[src/rtl/mem_bus_arbiter_pkg.sv]
// Shared definitions for the two-master instruction/data memory arbiter.
package mem_bus_arbiter_pkg;

  typedef enum logic [1:0] {
    ST_IDLE = 2'd0,
    ST_REQ  = 2'd1,
    ST_RESP = 2'd2
  } state_t;

  localparam logic GNT_I = 1'b0;
  localparam logic GNT_D = 1'b1;

  localparam int unsigned TIMEOUT_DEFAULT = 15;

endpackage

[src/rtl/mem_bus_arbiter.sv]
// Round-robin arbiter serialising instruction fetches and data loads/stores onto
// one strobe/ack memory port, absorbing the memory's one-cycle read-data lag.
module mem_bus_arbiter
  import mem_bus_arbiter_pkg::*;
#(
  parameter int unsigned AW      = 32,
  parameter int unsigned DW      = 32,
  parameter int unsigned TIMEOUT = TIMEOUT_DEFAULT
) (
  input  logic          clk,
  input  logic          rst_n,
  input  logic [AW-1:0] i_adr_i,
  input  logic          i_stb_i,
  output logic [DW-1:0] i_dat_o,
  output logic          i_ack_o,
  input  logic [AW-1:0] d_adr_i,
  input  logic [DW-1:0] d_dat_i,
  input  logic          d_we_i,
  input  logic          d_stb_i,
  output logic [DW-1:0] d_dat_o,
  output logic          d_ack_o,
  output logic [AW:0]   s_adr_o,
  output logic [DW-1:0] s_dat_o,
  output logic          s_we_o,
  output logic          s_stb_o,
  input  logic [DW-1:0] s_dat_i,
  input  logic          s_ack_i,
  output logic          bus_err
);

  localparam int unsigned CW = $clog2(TIMEOUT + 1);

  state_t        r_state, w_state_nxt;
  logic          r_gnt, w_gnt_nxt;
  logic          r_last, w_last_nxt;
  logic [CW-1:0] r_cnt, w_cnt_nxt;
  logic [AW:0]   r_s_adr, w_s_adr_nxt;
  logic [DW-1:0] r_s_dat, w_s_dat_nxt;
  logic          r_s_we, w_s_we_nxt;
  logic          r_s_stb, w_s_stb_nxt;
  logic [DW-1:0] r_i_dat, w_i_dat_nxt;
  logic          r_i_ack, w_i_ack_nxt;
  logic [DW-1:0] r_d_dat, w_d_dat_nxt;
  logic          r_d_ack, w_d_ack_nxt;
  logic          r_bus_err, w_bus_err_nxt;

  logic          w_i_req;
  logic          w_d_req;
  logic          w_sel;
  logic [CW-1:0] w_cnt_inc;

  // A master's strobe is still high in its own ack cycle; mask it so it is not re-granted.
  assign w_i_req   = i_stb_i & ~r_i_ack;
  assign w_d_req   = d_stb_i & ~r_d_ack;
  assign w_sel     = (w_i_req && w_d_req) ? ((r_last == GNT_I) ? GNT_D : GNT_I)
                                          : (w_d_req ? GNT_D : GNT_I);
  assign w_cnt_inc = r_cnt + CW'(1);

  always_comb begin
    w_state_nxt   = r_state;
    w_gnt_nxt     = r_gnt;
    w_last_nxt    = r_last;
    w_cnt_nxt     = r_cnt;
    w_s_adr_nxt   = r_s_adr;
    w_s_dat_nxt   = r_s_dat;
    w_s_we_nxt    = r_s_we;
    w_s_stb_nxt   = r_s_stb;
    w_i_dat_nxt   = r_i_dat;
    w_i_ack_nxt   = 1'b0;
    w_d_dat_nxt   = r_d_dat;
    w_d_ack_nxt   = 1'b0;
    w_bus_err_nxt = r_bus_err;

    case (r_state)
      ST_IDLE: begin
        // Hold off while the memory still shows an ack from a previous access.
        if (!s_ack_i && (w_i_req || w_d_req)) begin
          w_gnt_nxt   = w_sel;
          w_s_adr_nxt = (w_sel == GNT_D) ? {1'b0, d_adr_i} : {1'b0, i_adr_i};
          w_s_dat_nxt = (w_sel == GNT_D) ? d_dat_i : '0;
          w_s_we_nxt  = (w_sel == GNT_D) & d_we_i;
          w_s_stb_nxt = 1'b1;
          w_cnt_nxt   = '0;
          w_state_nxt = ST_REQ;
        end
      end

      ST_REQ: begin
        if (s_ack_i) begin
          w_s_stb_nxt = 1'b0;
          w_state_nxt = ST_RESP;
        end else if (w_cnt_inc == CW'(TIMEOUT)) begin
          w_s_stb_nxt   = 1'b0;
          w_bus_err_nxt = 1'b1;
          if (r_gnt == GNT_D) begin
            w_d_ack_nxt = 1'b1;
            w_d_dat_nxt = '0;
          end else begin
            w_i_ack_nxt = 1'b1;
            w_i_dat_nxt = '0;
          end
          w_state_nxt = ST_IDLE;
        end else begin
          w_cnt_nxt = w_cnt_inc;
        end
      end

      ST_RESP: begin
        if (r_gnt == GNT_D) begin
          w_d_ack_nxt = 1'b1;
          if (!r_s_we) w_d_dat_nxt = s_dat_i;
        end else begin
          w_i_ack_nxt = 1'b1;
          w_i_dat_nxt = s_dat_i;
        end
        w_last_nxt  = r_gnt;
        w_state_nxt = ST_IDLE;
      end

      default: w_state_nxt = ST_IDLE;
    endcase
  end

  always_ff @(posedge clk) begin
    if (!rst_n) begin
      r_state   <= ST_IDLE;
      r_gnt     <= GNT_I;
      r_last    <= GNT_I;
      r_cnt     <= '0;
      r_s_adr   <= '0;
      r_s_dat   <= '0;
      r_s_we    <= 1'b0;
      r_s_stb   <= 1'b0;
      r_i_dat   <= '0;
      r_i_ack   <= 1'b0;
      r_d_dat   <= '0;
      r_d_ack   <= 1'b0;
      r_bus_err <= 1'b0;
    end else begin
      r_state   <= w_state_nxt;
      r_gnt     <= w_gnt_nxt;
      r_last    <= w_last_nxt;
      r_cnt     <= w_cnt_nxt;
      r_s_adr   <= w_s_adr_nxt;
      r_s_dat   <= w_s_dat_nxt;
      r_s_we    <= w_s_we_nxt;
      r_s_stb   <= w_s_stb_nxt;
      r_i_dat   <= w_i_dat_nxt;
      r_i_ack   <= w_i_ack_nxt;
      r_d_dat   <= w_d_dat_nxt;
      r_d_ack   <= w_d_ack_nxt;
      r_bus_err <= w_bus_err_nxt;
    end
  end

  assign i_dat_o = r_i_dat;
  assign i_ack_o = r_i_ack;
  assign d_dat_o = r_d_dat;
  assign d_ack_o = r_d_ack;
  assign s_adr_o = r_s_adr;
  assign s_dat_o = r_s_dat;
  assign s_we_o  = r_s_we;
  assign s_stb_o = r_s_stb;
  assign bus_err = r_bus_err;

endmodule

[config.mk]
export PLATFORM = sky130hd
export DESIGN_NAME = mem_bus_arbiter
export DESIGN_NICKNAME = d
export VERILOG_FILES = /design/src/rtl/mem_bus_arbiter_pkg.sv /design/src/rtl/mem_bus_arbiter.sv
export SDC_FILE = /design/constraint.sdc
export NUM_CORES = 1
export LEC_CHECK = 0
export ABC_AREA = 1
export CAP_MARGIN = 10
export CORE_ASPECT_RATIO = 1.1
export CORE_UTILIZATION = 43
export CTS_BUF_LIST = sky130_fd_sc_hd__clkbuf_2 sky130_fd_sc_hd__clkbuf_4 sky130_fd_sc_hd__clkbuf_8
export CTS_CLUSTER_SIZE = 10
export DETAILED_ROUTE_END_ITERATION = 7
export PLACE_DENSITY = 0.82
export SYNTH_ARGS = -nofsm -noshare
export SYNTH_HDL_FRONTEND = slang
export SYNTH_SLANG_ARGS = --single-unit
[constraint.sdc]
create_clock -name clk -period 2.3 [get_ports clk]
set_input_delay 0.46 -clock clk [delete_from_list [all_inputs] [get_ports clk]]
set_output_delay 0.46 -clock clk [all_outputs]
set_load 0.005 [all_outputs]
==> results.json <==
{
  "status": "finished clean",
  "cp_data_arrival_time_ns": 2.30,
  "die_h_um": 126,
  "postRouteAntennaNets": 0,
  "core-area_sq_um": 13800,
  "min_path_type": "input port to flip-flop",
  "dp.final_hpwl_mm": 11.6,
  "grt_usage": 0.228,
  "synth_top_flop_cell": "dfxtp_1",
  "clock_latency_ns": 0.44,
  "yosys_warnings": 0,
  "setup_viol": 0,
  "grt_max_degree": 66,
  "max_freq_mhz": 508,
  "post-cts-setup-buffers": 0,
  "die_area_sq_um": 14600,
  "die_w_um": 115,
  "fin_crit_ns": 1.97,
  "vias": 6112,
  "period_share": 0.855,
  "worstReg2RegStart": "r_state[1]",
  "hold_viol": 0,
  "worstSetupPathType": "flip-flop to flip-flop",
  "clkTransAtPathRegs_ns": 0.07,
  "startpoint_type": "flip-flop",
  "wl_mm": 16.2,
  "p_sw_mw": 1.52,
  "crit_path_max_fanout": 22,
  "cts_root_buf": "clkbuf_8",
  "switching_share": 0.251,
  "critPathRequiredTime_ns": 2.64,
  "grt_pass1_wl_mm": 26.2,
  "area_delta_synth_final_pct": 53.9,
  "io_buffers": 266,
  "fin_setup_tns_ns": 0,
  "clockBufferDepth": 2,
  "rsz0062_at_grt": "false",
  "via_per_inst": 4.63,
  "drt-wirelength-per-cell_um": 12.3,
  "maxSlewViolCount": 0,
  "ys_seq_elements": 141,
  "hp-start": "rst_n",
  "cts_made_buffers": 17,
  "holdPathEnd": "s_stb_o",
  "p_per_area_nw_per_um2": 650,
  "power.internal_mw": 4.54,
  "p_leak_nw": 3.93,
  "start_util": 0.439,
  "drt_iter0_drc": 411,
  "r2r_end": "d_dat_o[30]",
  "reg2reg_slack_ns": 0.33,
  "finish.utilization": 0.675,
  "final_net_count": 1258,
  "avgSynthCellArea_sq_um": 6.94,
  "insertedDiodeCount": 0,
  "synthCells": 873,
  "synth.distinct_cells": 28,
  "cts_hold_buf": 0,
  "cts_tree": "yes",
  "place.gp.congestion": 0.804,
  "synthArstFlopShare": 0,
  "worst_setup_path_end_kind": "flip-flop",
  "grt_pass1_vias": 5513,
  "drcViolationCount": 0,
  "p_clk_frac": 0.365,
  "peakVddDrop_mv": 0.379,
  "synth-edff-count": 0,
  "io_pins": 268,
  "hold_depth": 3,
  "p_seq_frac": 0.444,
  "drtPass1Iterations": 4,
  "combPwrFrac": 0.191,
  "r2r.worst_path.cells": 10,
  "cts_resized": 0,
  "cts_htree_levels": 4,
  "netlist_area_sq_um": 6050,
  "gr-total-overflow": 0,
  "antenna_found_initial": 0,
  "ys_seq_area_frac": 0.466,
  "drive_above_1_share": 0.0566,
  "syn-num-nets": 1012,
  "maxCapViolations": 0,
  "core.rowCount": 45,
  "finalPower_mw": 6.05,
  "clock_sinks": 141,
  "finClkSkew_ns": 0.00712
}
## cells in the final DEF, fill, tap and decap left out
| master | instances |
|---|---|
| buf_12 | 7 |
| inv_2 | 5 |
| a21oi_2 | 1 |
| nand3_1 | 39 |
| nand2_2 | 1 |
| clkinv_2 | 2 |
| a21oi_4 | 1 |
| o211ai_1 | 32 |
| nand3_2 | 1 |
| clkdlybuf4s50_1 | 265 |
| nor2_4 | 2 |
| nor2_1 | 103 |
| dfxtp_1 | 141 |
| bufinv_16 | 4 |
| conb_1 | 1 |
| ha_2 | 1 |
| clkinv_4 | 1 |
| nor3_1 | 2 |
| nand2_1 | 319 |
| or2_2 | 1 |
| nor2_8 | 1 |
| inv_1 | 81 |
| nand3_4 | 1 |
| clkinvlp_4 | 3 |
| ha_1 | 4 |
| nor2_2 | 1 |
| and2_1 | 1 |
| nand4_1 | 3 |
| a21oi_1 | 75 |
| clkbuf_8 | 21 |
| o21ai_0 | 1 |
| buf_4 | 10 |
## synthesized netlist by cell type (5+ instances only)
| library cell | count | share of area |
|---|---|---|
| dfxtp_1 | 141 | 0.47 |
| nand2_1 | 319 | 0.20 |
| inv_1 | 81 | 0.050 |
| a21oi_1 | 75 | 0.062 |
| buf_4 | 6 | 0.0074 |
| nand3_1 | 39 | 0.032 |
| clkbuf_1 | 27 | 0.017 |
| ha_1 | 5 | 0.010 |
| buf_6 | 7 | 0.013 |
| o211ai_1 | 32 | 0.040 |
| buf_2 | 14 | 0.012 |
| inv_2 | 5 | 0.0031 |
| nor2_1 | 103 | 0.064 |
## critical path: stages (launching register included)
cell     delay, ns
dfxtp_1       0.33
inv_1         0.08
ha_1          0.34
inv_2         0.14
a21oi_4       0.23
nand3_2       0.15
nor2_8        0.15
buf_4         0.25
nand2_1       0.09
nand2_1       0.07
nor2_1        0.04
## worst max path at each step
stage / startpoint / to
2_1_floorplan: r_state[1] / d_dat_o[23]
3_3_place_gp: d_stb_i / s_adr_o[25]
3_5_place_dp: d_stb_i / s_dat_o[20]
4_1_cts: r_state[1] / i_dat_o[19]
5_1_grt: r_state[1] / d_dat_o[27]
6_report: r_state[1] / d_dat_o[30]
## registers in the layout, indices dropped and copies added (netlist names), 2 cells and up
| name | cells |
|---|---|
| s_dat_o | 32 |
| d_dat_o | 32 |
| i_dat_o | 32 |
| s_adr_o | 32 |
| r_cnt | 4 |
| r_state | 2 |
## routing by layer
metal	up-vias	wire length, um	track usage
met3	29	1140	0.0745
met1	2677	6700	0.271
met2	208	7950	0.380
li1	3198	-	-
met4	0	370	0.0848
met5	-	0	0
## through the flow
stage               std cells  hold slack, ns  cell area (sq um)  worst slack (ns)
floorplan                 873           0.447               6050             0.593
global placement         1288           0.436               8870             0.159
detailed placement       1288           0.443               8870            0.0749
CTS                      1319           0.267               9320             0.321
global route             1319           0.293               9320             0.138
finish                   1319           0.304               9320             0.333
## cell type report
type	count	area, sq um
fillers	1172	4480
clock inverters	10	161
multi-input cells	591	2620
inverters	86	323
clock buffers	21	289
well taps	188	235
repair buffers	282	2870
flip-flops and latches	141	2820
## cell families (layout without fill, tap and decap cells)
family,after synthesis,after routing,share of synthesized area
and+or+nand+nor,475,475,0.313
AOI/OAI and AO/OA,110,110,0.107
buffers and inverters,141,399,0.103
adders and majority gates,5,5,0.0103
DFF,141,141,0.466
other,1,1,0.000619
## power groups by stage
stage               clock network [mW]  registers, mW  logic, mW
floorplan                            0           2.75      0.506
global placement                     0           2.74       1.14
detailed placement                   0           2.74       1.16
CTS                               2.28           2.69       1.17
global route                      2.38           2.71       1.29
finish                            2.21           2.69       1.16
No activity file was read; power rests on OpenSTA's default activity.
